==> config.mk <==
export PLATFORM = sky130hd
export DESIGN_NAME = sspis_ctl_flat
export DESIGN_NICKNAME = d
export VERILOG_FILES = /design/src/rtl/sspis_ctl_if.sv /design/src/rtl/sspis_ctl.sv /design/src/flat_wrapper.sv
export SDC_FILE = /design/constraint.sdc
export NUM_CORES = 1
export LEC_CHECK = 0
export ABC_AREA = 1
export BUFFER_PORTS_ARGS = -buffer_cell sky130_fd_sc_hd__buf_4
export CORE_ASPECT_RATIO = 1.5
export CORE_MARGIN = 5
export CORE_UTILIZATION = 30
export CTS_BUF_LIST = sky130_fd_sc_hd__clkbuf_2
export DETAILED_ROUTE_END_ITERATION = 8
export GPL_TIMING_DRIVEN = 1
export PLACE_DENSITY = 0.57
export SYNTH_ARGS = -nofsm -noshare
export SYNTH_HDL_FRONTEND = slang
export SYNTH_SLANG_ARGS = --single-unit
==> constraint.sdc <==
create_clock -name clk -period 6.2 [get_ports clk]
set_clock_uncertainty 0.2 [all_clocks]
set_input_delay 0.31 -clock clk [delete_from_list [all_inputs] [get_ports clk]]
set_output_delay 0.31 -clock clk [all_outputs]
set_load 0.02 [all_outputs]
==> src/rtl/sspis_ctl_if.sv <==
`default_nettype none
// ============================================================================
//  Module   : sspis_ctl_if
//  Purpose  : SPI pins plus 32-bit register-bus signals of the SPI responder.
//             The slave modport is the responder's view; master is the
//             view of the SPI master / register file around it.
//  Revision : 1.0  initial release
// ============================================================================
interface sspis_ctl_if;
  logic        cfg_endian;
  logic        spi_sclk;
  logic        spi_ssn;
  logic        spi_mosi;
  logic        spi_miso;
  logic        spi_miso_oe;
  logic [3:0]  reg_addr;
  logic        reg_wr;
  logic [31:0] reg_wdata;
  logic [3:0]  reg_be;
  logic        reg_rd;
  logic [31:0] reg_rdata;
  logic        frame_done;

  modport slave (
    input  cfg_endian, spi_sclk, spi_ssn, spi_mosi, reg_rdata,
    output spi_miso, spi_miso_oe, reg_addr, reg_wr, reg_wdata, reg_be,
           reg_rd, frame_done
  );

  modport master (
    output cfg_endian, spi_sclk, spi_ssn, spi_mosi, reg_rdata,
    input  spi_miso, spi_miso_oe, reg_addr, reg_wr, reg_wdata, reg_be,
           reg_rd, frame_done
  );
endinterface
`default_nettype wire

==> src/rtl/sspis_ctl.sv <==
`default_nettype none
// ============================================================================
//  Module   : sspis_ctl
//  Purpose  : SPI mode-0 responder. Oversamples sclk/ssn/mosi in the clk
//             domain, decodes a command byte {rw,rsvd,size[1:0],addr[3:0]}
//             and turns each frame into one 32-bit register write or read.
//  Options  : SSPIS_STATUS_EN - shift a status byte
//             {4'b1010, frame_cnt[2:0], abort_flag} out on MISO during CMD.
//  Revision : 1.0  initial release
// ============================================================================
module sspis_ctl #(
  parameter int SYNC_STAGES = 2
) (
  input  logic      clk,
  input  logic      reset,
  sspis_ctl_if.slave bus
);

  typedef enum logic [1:0] {
    ST_IDLE  = 2'd0,
    ST_CMD   = 2'd1,
    ST_DATA  = 2'd2,
    ST_DRAIN = 2'd3
  } state_e;

  // Synchroniser chains; ssn idles high so reset produces no false edge.
  logic [SYNC_STAGES-1:0] sclk_sync_q, ssn_sync_q, mosi_sync_q;
  logic                   sclk_dly_q, ssn_dly_q;

  logic sclk_s, ssn_s, mosi_s;
  logic sclk_rise, sclk_fall, ssn_rise, ssn_fall;

  state_e      state_q, state_d;
  logic [2:0]  bit_cnt_q, bit_cnt_d;
  logic [1:0]  byte_cnt_q, byte_cnt_d;
  logic [7:0]  shift_q, shift_d;
  logic        rw_q, rw_d;
  logic [1:0]  size_q, size_d;
  logic [3:0]  addr_q, addr_d;
  logic [31:0] wacc_q, wacc_d;
  logic [3:0]  beacc_q, beacc_d;
  logic        reg_wr_q, reg_wr_d;
  logic [31:0] wdata_q, wdata_d;
  logic [3:0]  be_q, be_d;
  logic        reg_rd_q, reg_rd_d;
  logic        rd_lat_q, rd_lat_d;
  logic [31:0] rdata_q, rdata_d;
  logic        miso_q, miso_d;
  logic        frame_done_q, frame_done_d;
`ifdef SSPIS_STATUS_EN
  logic [2:0]  frame_cnt_q, frame_cnt_d;
  logic        abort_q, abort_d;
  logic [7:0]  stat_q, stat_d;
`endif

  logic [7:0]  byte_in;
  logic [1:0]  lane;
  logic [7:0]  rd_byte;

  assign sclk_s    = sclk_sync_q[SYNC_STAGES-1];
  assign ssn_s     = ssn_sync_q[SYNC_STAGES-1];
  assign mosi_s    = mosi_sync_q[SYNC_STAGES-1];
  assign sclk_rise = sclk_s & ~sclk_dly_q;
  assign sclk_fall = ~sclk_s & sclk_dly_q;
  assign ssn_rise  = ssn_s & ~ssn_dly_q;
  assign ssn_fall  = ~ssn_s & ssn_dly_q;

  // Byte being completed on this rise, and the lane the current byte maps to.
  assign byte_in = {shift_q[6:0], mosi_s};
  assign lane    = bus.cfg_endian ? (2'd3 - byte_cnt_q) : byte_cnt_q;
  assign rd_byte = rdata_q[{lane, 3'b000} +: 8];

  // Bring the asynchronous SPI pins into the clk domain and keep a delayed copy for edges.
  always_ff @(posedge clk) begin
    if (reset) begin
      sclk_sync_q <= '0;
      ssn_sync_q  <= '1;
      mosi_sync_q <= '0;
      sclk_dly_q  <= 1'b0;
      ssn_dly_q   <= 1'b1;
    end else begin
      sclk_sync_q <= {sclk_sync_q[SYNC_STAGES-2:0], bus.spi_sclk};
      ssn_sync_q  <= {ssn_sync_q[SYNC_STAGES-2:0], bus.spi_ssn};
      mosi_sync_q <= {mosi_sync_q[SYNC_STAGES-2:0], bus.spi_mosi};
      sclk_dly_q  <= sclk_s;
      ssn_dly_q   <= ssn_s;
    end
  end

  // Frame FSM, shift/assembly datapath and register-bus strobes.
  always_comb begin
    state_d      = state_q;
    bit_cnt_d    = bit_cnt_q;
    byte_cnt_d   = byte_cnt_q;
    shift_d      = shift_q;
    rw_d         = rw_q;
    size_d       = size_q;
    addr_d       = addr_q;
    wacc_d       = wacc_q;
    beacc_d      = beacc_q;
    reg_wr_d     = 1'b0;
    wdata_d      = wdata_q;
    be_d         = be_q;
    reg_rd_d     = 1'b0;
    rd_lat_d     = reg_rd_q;
    rdata_d      = rdata_q;
    miso_d       = miso_q;
    frame_done_d = 1'b0;
`ifdef SSPIS_STATUS_EN
    frame_cnt_d  = frame_cnt_q;
    abort_d      = abort_q;
    stat_d       = stat_q;
`endif

    // Read data returns on the bus one clk after the strobe.
    if (rd_lat_q) rdata_d = bus.reg_rdata;

    if (ssn_rise) begin
      // End of frame from any state: only a fully received frame counts.
      state_d      = ST_IDLE;
      bit_cnt_d    = 3'd0;
      byte_cnt_d   = 2'd0;
      shift_d      = 8'd0;
      wacc_d       = 32'd0;
      beacc_d      = 4'd0;
      miso_d       = 1'b0;
      frame_done_d = (state_q == ST_DRAIN);
`ifdef SSPIS_STATUS_EN
      if (state_q == ST_DRAIN) frame_cnt_d = frame_cnt_q + 3'd1;
      if ((state_q == ST_CMD) || (state_q == ST_DATA)) abort_d = 1'b1;
`endif
    end else begin
      case (state_q)
        ST_IDLE: begin
          if (ssn_fall) begin
            state_d    = ST_CMD;
            bit_cnt_d  = 3'd0;
            byte_cnt_d = 2'd0;
            shift_d    = 8'd0;
            wacc_d     = 32'd0;
            beacc_d    = 4'd0;
`ifdef SSPIS_STATUS_EN
            // Snapshot the status so the mid-byte flag clear cannot corrupt it.
            stat_d = {4'b1010, frame_cnt_q, abort_q};
            miso_d = stat_d[7];
`else
            miso_d = 1'b0;
`endif
          end
        end

        ST_CMD: begin
`ifdef SSPIS_STATUS_EN
          if (sclk_fall) miso_d = stat_q[~bit_cnt_q];
`endif
          if (sclk_rise) begin
            shift_d   = byte_in;
            bit_cnt_d = bit_cnt_q + 3'd1;
            if (bit_cnt_q == 3'd7) begin
              rw_d       = byte_in[7];
              size_d     = byte_in[5:4];
              addr_d     = byte_in[3:0];
              reg_rd_d   = byte_in[7];
              byte_cnt_d = 2'd0;
              miso_d     = 1'b0;
              state_d    = ST_DATA;
`ifdef SSPIS_STATUS_EN
              abort_d = 1'b0;
`endif
            end
          end
        end

        ST_DATA: begin
          // Falls drive read data MSB first; bit index is 7-bit_cnt.
          if (sclk_fall && rw_q) miso_d = rd_byte[~bit_cnt_q];
          if (sclk_rise) begin
            shift_d   = byte_in;
            bit_cnt_d = bit_cnt_q + 3'd1;
            if (bit_cnt_q == 3'd7) begin
              if (!rw_q) begin
                wacc_d[{lane, 3'b000} +: 8] = byte_in;
                beacc_d[lane]               = 1'b1;
              end
              if (byte_cnt_q == size_q) begin
                state_d = ST_DRAIN;
                miso_d  = 1'b0;
                if (!rw_q) begin
                  reg_wr_d = 1'b1;
                  wdata_d  = wacc_d;
                  be_d     = beacc_d;
                end
              end else begin
                byte_cnt_d = byte_cnt_q + 2'd1;
              end
            end
          end
        end

        ST_DRAIN: begin
          miso_d = 1'b0;
        end

        default: begin
          state_d = ST_IDLE;
        end
      endcase
    end
  end

  // State and datapath registers.
  always_ff @(posedge clk) begin
    if (reset) begin
      state_q      <= ST_IDLE;
      bit_cnt_q    <= 3'd0;
      byte_cnt_q   <= 2'd0;
      shift_q      <= 8'd0;
      rw_q         <= 1'b0;
      size_q       <= 2'd0;
      addr_q       <= 4'd0;
      wacc_q       <= 32'd0;
      beacc_q      <= 4'd0;
      reg_wr_q     <= 1'b0;
      wdata_q      <= 32'd0;
      be_q         <= 4'd0;
      reg_rd_q     <= 1'b0;
      rd_lat_q     <= 1'b0;
      rdata_q      <= 32'd0;
      miso_q       <= 1'b0;
      frame_done_q <= 1'b0;
`ifdef SSPIS_STATUS_EN
      frame_cnt_q  <= 3'd0;
      abort_q      <= 1'b0;
      stat_q       <= 8'd0;
`endif
    end else begin
      state_q      <= state_d;
      bit_cnt_q    <= bit_cnt_d;
      byte_cnt_q   <= byte_cnt_d;
      shift_q      <= shift_d;
      rw_q         <= rw_d;
      size_q       <= size_d;
      addr_q       <= addr_d;
      wacc_q       <= wacc_d;
      beacc_q      <= beacc_d;
      reg_wr_q     <= reg_wr_d;
      wdata_q      <= wdata_d;
      be_q         <= be_d;
      reg_rd_q     <= reg_rd_d;
      rd_lat_q     <= rd_lat_d;
      rdata_q      <= rdata_d;
      miso_q       <= miso_d;
      frame_done_q <= frame_done_d;
`ifdef SSPIS_STATUS_EN
      frame_cnt_q  <= frame_cnt_d;
      abort_q      <= abort_d;
      stat_q       <= stat_d;
`endif
    end
  end

  assign bus.spi_miso    = miso_q;
  assign bus.spi_miso_oe = ~ssn_s;
  assign bus.reg_addr    = addr_q;
  assign bus.reg_wr      = reg_wr_q;
  assign bus.reg_wdata   = wdata_q;
  assign bus.reg_be      = be_q;
  assign bus.reg_rd      = reg_rd_q;
  assign bus.frame_done  = frame_done_q;

endmodule
`default_nettype wire
==> src/flat_wrapper.sv <==
// flat-port wrapper written by rule: the top's interface ports become plain ports
module sspis_ctl_flat 
#(
  parameter int SYNC_STAGES = 2
)
  (clk, reset, bus_cfg_endian, bus_spi_sclk, bus_spi_ssn, bus_spi_mosi, bus_reg_rdata, bus_spi_miso, bus_spi_miso_oe, bus_reg_addr, bus_reg_wr, bus_reg_wdata, bus_reg_be, bus_reg_rd, bus_frame_done);
  sspis_ctl_if bus_i ();
  input  logic clk;
  input  logic reset;
  input wire logic [$bits(bus_i.cfg_endian)-1:0] bus_cfg_endian;
  input wire logic [$bits(bus_i.spi_sclk)-1:0] bus_spi_sclk;
  input wire logic [$bits(bus_i.spi_ssn)-1:0] bus_spi_ssn;
  input wire logic [$bits(bus_i.spi_mosi)-1:0] bus_spi_mosi;
  input wire logic [$bits(bus_i.reg_rdata)-1:0] bus_reg_rdata;
  output wire logic [$bits(bus_i.spi_miso)-1:0] bus_spi_miso;
  output wire logic [$bits(bus_i.spi_miso_oe)-1:0] bus_spi_miso_oe;
  output wire logic [$bits(bus_i.reg_addr)-1:0] bus_reg_addr;
  output wire logic [$bits(bus_i.reg_wr)-1:0] bus_reg_wr;
  output wire logic [$bits(bus_i.reg_wdata)-1:0] bus_reg_wdata;
  output wire logic [$bits(bus_i.reg_be)-1:0] bus_reg_be;
  output wire logic [$bits(bus_i.reg_rd)-1:0] bus_reg_rd;
  output wire logic [$bits(bus_i.frame_done)-1:0] bus_frame_done;
  assign bus_i.cfg_endian = bus_cfg_endian;
  assign bus_i.spi_sclk = bus_spi_sclk;
  assign bus_i.spi_ssn = bus_spi_ssn;
  assign bus_i.spi_mosi = bus_spi_mosi;
  assign bus_i.reg_rdata = bus_reg_rdata;
  assign bus_spi_miso = bus_i.spi_miso;
  assign bus_spi_miso_oe = bus_i.spi_miso_oe;
  assign bus_reg_addr = bus_i.reg_addr;
  assign bus_reg_wr = bus_i.reg_wr;
  assign bus_reg_wdata = bus_i.reg_wdata;
  assign bus_reg_be = bus_i.reg_be;
  assign bus_reg_rd = bus_i.reg_rd;
  assign bus_frame_done = bus_i.frame_done;
  sspis_ctl #(.SYNC_STAGES(SYNC_STAGES)) u_core (.clk(clk), .reset(reset), .bus(bus_i));
endmodule
Word-level counts from Yosys, hierarchy flattened
Index checks and enable logic that the tools add are counted.
Storage, ports and cells
  register bits after elaboration: 138
  output and inout port bits: 45
  logic and storage cells: 125
Cells by class
  add/sub/neg operators: 4
  order comparisons: 3
  equality and inequality tests: 13
  shift operators: 3
  mux-type cells: 45
  bitwise logic cells: 17
  reduce and logical (&&, ||, !) cells: 18
Operator list (number)
  32-bit 2-to-1 mux: 4
  32-bit case mux with 2 select lines: 1
  32-bit bitwise mux: 1
  8-bit by 7-bit variable shift with 32-bit output, first input constant: 1
  32-bit by 6-bit indexed part select with 8-bit output: 1
  8-bit by 7-bit indexed part select with 32-bit output: 1
  2-bit 2-to-1 mux: 13
  4-bit 2-to-1 mux: 4
  7-bit 2-to-1 mux: 2
  2-bit by 1-bit inequality test with 1-bit output, second input constant: 7
  7-bit case mux with 2 select lines: 1
  7-bit AND reduction: 2
  2-bit case mux with 3 select lines: 2
  1-bit NOT: 11
  1-bit 2-to-1 mux: 10
  4-bit case mux with 2 select lines: 1
  4-bit AND reduction: 2
  5-bit negation with 7-bit output: 1
  3-bit 2-to-1 mux: 2
  3-bit case mux with 2 select lines: 1
  3-bit AND reduction: 2
  6-bit AND reduction: 1
  2-bit OR reduction: 3
  6-bit OR reduction: 1
  other kinds (22): 28

Longest topological paths before layout
  depth in word-level cells: 11
  depth in mapped cells: 13

Worst setup path before layout
OpenSTA, ideal clock, no wires.
  path type: flip-flop to flip-flop
  start point: reg u_core.byte_cnt_q[0]
  end point: reg u_core.wacc_q[10]
  arrival: 1995 ps
  path slack: 3935 ps
  cell stages (with the launch flop): 11
  path through: dfxtp_1 -> inv_1 -> nand2_1 -> nand2_2 -> ha_1 -> clkinv_1 -> nor2_1 -> nand2_1 -> o21ai_0 -> nand2_1 -> a21oi_1
On the way
  longest elaborated chain between the ends: 9
RTL lines
  from (decl): line sspis_ctl.sv:35  | logic [1:0] byte_cnt_q, byte_cnt_d;
  from (signal assigned): line sspis_ctl.sv:239  | byte_cnt_q <= byte_cnt_d;
  2-bit subtractor: line sspis_ctl.sv:70  | assign lane = bus.cfg_endian ? (2'd3 - byte_cnt_q) : byte_cnt_q;
  2-bit 2-to-1 mux (*): line sspis_ctl.sv:70
  5-bit negation with 7-bit output (*): line sspis_ctl.sv:182  | wacc_d[{lane, 3'b000} +: 8] = byte_in;
  8-bit by 7-bit indexed part select with 32-bit output or 8-bit by 7-bit variable shift with 32-bit output (tied branches): line sspis_ctl.sv:182
  32-bit bitwise mux (*): line sspis_ctl.sv:182
  32-bit 2-to-1 mux (*): line sspis_ctl.sv:181  | if (!rw_q) begin
  32-bit 2-to-1 mux (*): line sspis_ctl.sv:180  | if (bit_cnt_q == 3'd7) begin
  32-bit 2-to-1 mux (*): line sspis_ctl.sv:177  | if (sclk_rise) begin
  32-bit case mux with 2 select lines (*): line sspis_ctl.sv:133  | case (state_q)
  to (signal assigned): line sspis_ctl.sv:244  | wacc_q <= wacc_d;
  to (decl): line sspis_ctl.sv:40  | logic [31:0] wacc_q, wacc_d;
Mark *: on every way between the ends. The rest lies on a longest branch, timed or not. The select of a mux whose other input is x is not followed.
A chain may end at the register's enable or synchronous reset.

Worst setup path after layout
  start point: reg u_core.bit_cnt_q[0]
  end point: reg u_core.wacc_q[3]
On the way
  longest elaborated chain between the ends: 3
RTL lines
  from (decl): line sspis_ctl.sv:34  | logic [2:0] bit_cnt_q, bit_cnt_d;
  from (signal assigned): line sspis_ctl.sv:238  | bit_cnt_q <= bit_cnt_d;
  3-bit equality test: line sspis_ctl.sv:180
  2-bit by 1-bit inequality test with 1-bit output (no source line)
  4-bit AND reduction (no source line)
No other way between the ends.

==> results list <==
- The first TritonRoute pass finished after 5 iterations.
- Class of the most critical hold timing path: in2reg
- From synthesis to final layout, the design area changed by 24.2%.
- The signal on the critical path passes through ha_1 > ha_1 > inv_1 > nor2_2 > inv_2 > nand2_2 > nand3_4 > inv_1 > nand2_1 > inv_2 > nand2_1 > a21oi_1.
* Final worst hold slack: roughly 120 ps
* Power after layout: a little under 2 mW
* Io pins: 83
- Tracing the worst setup path back leads to its startpoint at u_core.bit_cnt_q[0].
* Cell at the root of the clock tree: sky130_fd_sc_hd__clkbuf_2
- For the final routed database, the setup TNS stands at 0 ps.
- Once routing completed, OpenROAD measured the worst setup slack at roughly 3300 ps.
- Met3 routed WL: 664 um
* Count of input and output buffers: between 80 and 90
- Final setup violation count: 0
* Final wirelength: between 15 and 20 mm
- Of the synthesized area, sequential elements account for a little under half.
- In this run, placement finished with an instance count of 1105.
- DR iter-0 viols: 331
- Vias/cell: approximately 4.6
- Required time reported for the critical path endpoint: approximately 6700 ps
- Horiz. Die Dim: 124 um
- Top cell type's share of synthesized area: 46.9%
- Initial core utilization: between 30% and 40%
- Site row count: 62
- For this design the static power due to leakage is between 3 and 4 nW.
* Total power density per cell area: between 200 and 300 nW/um^2
- Sort of element at the start of the critical path: flop
- Routed signal wires occupy layers up through met4.
- Of the available clock period, the critical path in the final layout requires between 40 and 50%.
- Final Slew Violations: 0
* Post-synthesis instance area: ~5900 sq um
* Net Count, Synth: 852
- Sequential Area: between 2000 and 3000 sq um
- Once detail routing completed, the nets flagged for antenna violations numbered 0.
- No sink is reached through more buffers than the 2 on the longest clock path.
- Number of global-route vias before repair: around 5400
- Area taken by multi-input logic gates: around 2700 sq um
- By startpoint and endpoint, the worst setup path is classified as reg2reg.
- RD Place Congestion: ~0.85
* Wire per inst: ~14 um
- The die is approximately 180 um tall.
- The detailed router put a total of around 6.3 mm of wire on met1.
- In the synthesized netlist, the number of instances is around 800.
- Maximum level of the CTS H-tree: 4
* Max-capacitance violation count: 0
* Run status: completed
- The filler cells instantiated in the layout total ~2100.
- In the global route stage, overall resource usage came out at 14.9%.
* Number of antenna violations at the first check in global routing: 1
* Die outline area: ~23000 sq um
* Largest area contributor in the synthesized netlist: sky130_fd_sc_hd__dfxtp_1
- YS warnings: 0
- The largest individual stage delay along the critical path comes from the cell sky130_fd_sc_hd__dfxtp_1.
- Clock-pin slew was measured on the worst setup and hold paths at 190 ps.
* Reg2reg start: u_core.bit_cnt_q[0]
* Post-route minimum period: just under 3000 ps
- Biggest cell delay along the critical path: 500 ps
- Number of buffers created by CTS: 17
* Hpwl dp: around 12 mm
* Yosys cell types: 36
- RSZ-0062 raised after global routing: false
- Mean instance size in the synthesized netlist: approximately 7.4 sq um
- The routed layout has between 5000 and 6000 vias.
- The later pin in the worst-skew pair is clocked with a latency of 740 ps.
- Global-route wire length before repair: ~27 mm
- The worst-case IR drop observed on VDD is roughly 0.00017 V.
- Counting every sink on the clock net gives roughly 140.
* Arrival time of the worst setup path: 3370 ps
- The synthesized design contains about 140 register bits.
* Max transition margin: between 50% and 60%
* Core Footprint: 19200 sq um
- Main area contributors after synthesis: sky130_fd_sc_hd__dfxtp_1, sky130_fd_sc_hd__o21ai_0, sky130_fd_sc_hd__nand2_1
- Final Hold Vio Count: 0
- GRT Residual Overflow: 0
* Total Nets Final: 960
* Transition time at the pin with the least slew margin: about 730 ps
- Setup Slack @ Placement: roughly 3300 ps
- The startpoint identified for the worst hold timing path is bus_reg_rdata[11].
* DR WL met2: 9.20 mm
* CTS tree: yes
* Fraction of layout instances using a drive strength above 1: roughly 15%
- Crit end category: flop
- Post-detailed-route DRC marker count: 0
- Maximum number of pins on one net before global-route repair: 54
- The finished layout holds roughly 1200 standard cells, fillers aside.
* Crit path max fanout: 37
* Maximum frequency from static timing analysis: approximately 0.34 GHz
[cell usage in the layout (no fill, tap or decap), drive strengths merged]
master | netlist | final
nand2 | 156 | 156
dfxtp | 138 | 138
o21ai | 126 | 126
nor2 | 121 | 121
buf | 15 | 87
a21oi | 68 | 68
inv | 60 | 60
nand3 | 45 | 45
dlygate4sd3 | 0 | 39
clkbuf | 22 | 17
ha | 15 | 15
clkinv | 2 | 9
a22oi | 7 | 7
nor3 | 5 | 5
or2 | 4 | 4
clkinvlp | 0 | 4
a21o | 3 | 3
bufinv | 0 | 3
xor2 | 3 | 3
nand4 | 3 | 3
diode | 0 | 1
xnor2 | 1 | 1
o21bai | 1 | 1
a31o | 1 | 1
o32ai | 1 | 1
o22ai | 1 | 1
a211oi | 1 | 1
[layout make-up]
| class | count | share of cell area [%] |
|---|---|---|
| flip-flops and latches | 138 | 37.8 |
| clock buffers | 17 | 1.16 |
| diodes | 1 | 0.0342 |
| clock inverters | 14 | 2.14 |
| inverters | 62 | 3.18 |
| repair buffers | 126 | 14.3 |
| multi-input cells | 562 | 37.1 |
| well taps | 256 | 4.38 |
[state kept, by name, summed over array words and instances, names as in the netlist]
name                   cells
u_core.beacc_q             4
u_core.bit_cnt_q           3
u_core.bus.frame_done      1
u_core.bus.reg_addr        4
u_core.bus.reg_be          4
u_core.bus.reg_rd          1
u_core.bus.reg_wdata      32
u_core.bus.reg_wr          1
u_core.bus.spi_miso        1
u_core.byte_cnt_q          2
u_core.mosi_sync_q         2
u_core.rd_lat_q            1
u_core.rdata_q            32
u_core.rw_q                1
u_core.sclk_dly_q          1
u_core.sclk_sync_q         2
u_core.shift_q             7
u_core.size_q              2
u_core.ssn_dly_q           1
u_core.ssn_sync_q          2
u_core.state_q             2
u_core.wacc_q             32
[cell families (layout without fill, tap and decap cells)]
group / count (synthesis) / after routing / share of synthesized area [%]
AO/OA/AOI/OAI: 209 / 209 / 18.5
XOR/XNOR: 4 / 4 / 0.850
adder cells (fa/ha/maj): 15 / 15 / 3.19
buffers and inverters: 99 / 219 / 7.07
flip-flops: 138 / 138 / 46.9
other: 0 / 1 / 0
AND/OR/NAND/NOR: 334 / 334 / 23.5
[per-stage QoR]
stage	util, %	instance area (sq um)
global placement	34.7	6680
detailed placement	34.7	6680
floorplan	-	5890
global route	38.0	7320
CTS	38.0	7310
finish	38.0	7320
[per-layer routing]
layer | global-route usage, % | up-vias
met4 | 5.57 | 0
met1 | 15.5 | 2485
met5 | 0 | -
met3 | 3.62 | 25
met2 | 28.4 | 110
li1 | - | 2832
[critical path, delay by kind of cell (launching register included)]
kind,cells,cell delay [ps]
flops,1,500
fa+ha+maj,2,360
compound gates,1,150
simple gates,5,850
buf+inv,4,760
[cell usage after synthesis (all sizes together)]
cell type  count
a211oi         1
clkbuf        22
dfxtp        138
a21o           3
nor3           5
xnor2          1
nand2        156
inv           60
a22oi          7
buf           15
o21ai        126
o32ai          1
clkinv         2
o22ai          1
nand4          3
a31o           1
o21bai         1
nor2         121
a21oi         68
xor2           3
ha            15
or2            4
nand3         45
[path summary, 6_finish.rpt]
path	end	slack, ps	cells past startpoint
max reg2reg	u_core.wacc_q[3]	3300	12
min reg2reg	u_core.mosi_sync_q[1]	220	2
min	u_core.rdata_q[11]	120	4
max	u_core.wacc_q[3]	3300	12
[power breakdown]
part | internal (mW) | leakage (nW) | switching [mW] | total, mW
Clock | 0.217 | 0.137 | 0.332 | 0.549
Sequential | 0.903 | 1.11 | 0.0171 | 0.920
Combinational | 0.144 | 1.82 | 0.350 | 0.493
[what timing repair did]
item / CTS / global route
gates resized for setup: 0 / 0
buffers inserted: 0 / 0
hold buffers: 39 / 0
endpoints found under the hold margin: 61 / 0
Note: power is estimated with default switching activity, not from simulation.
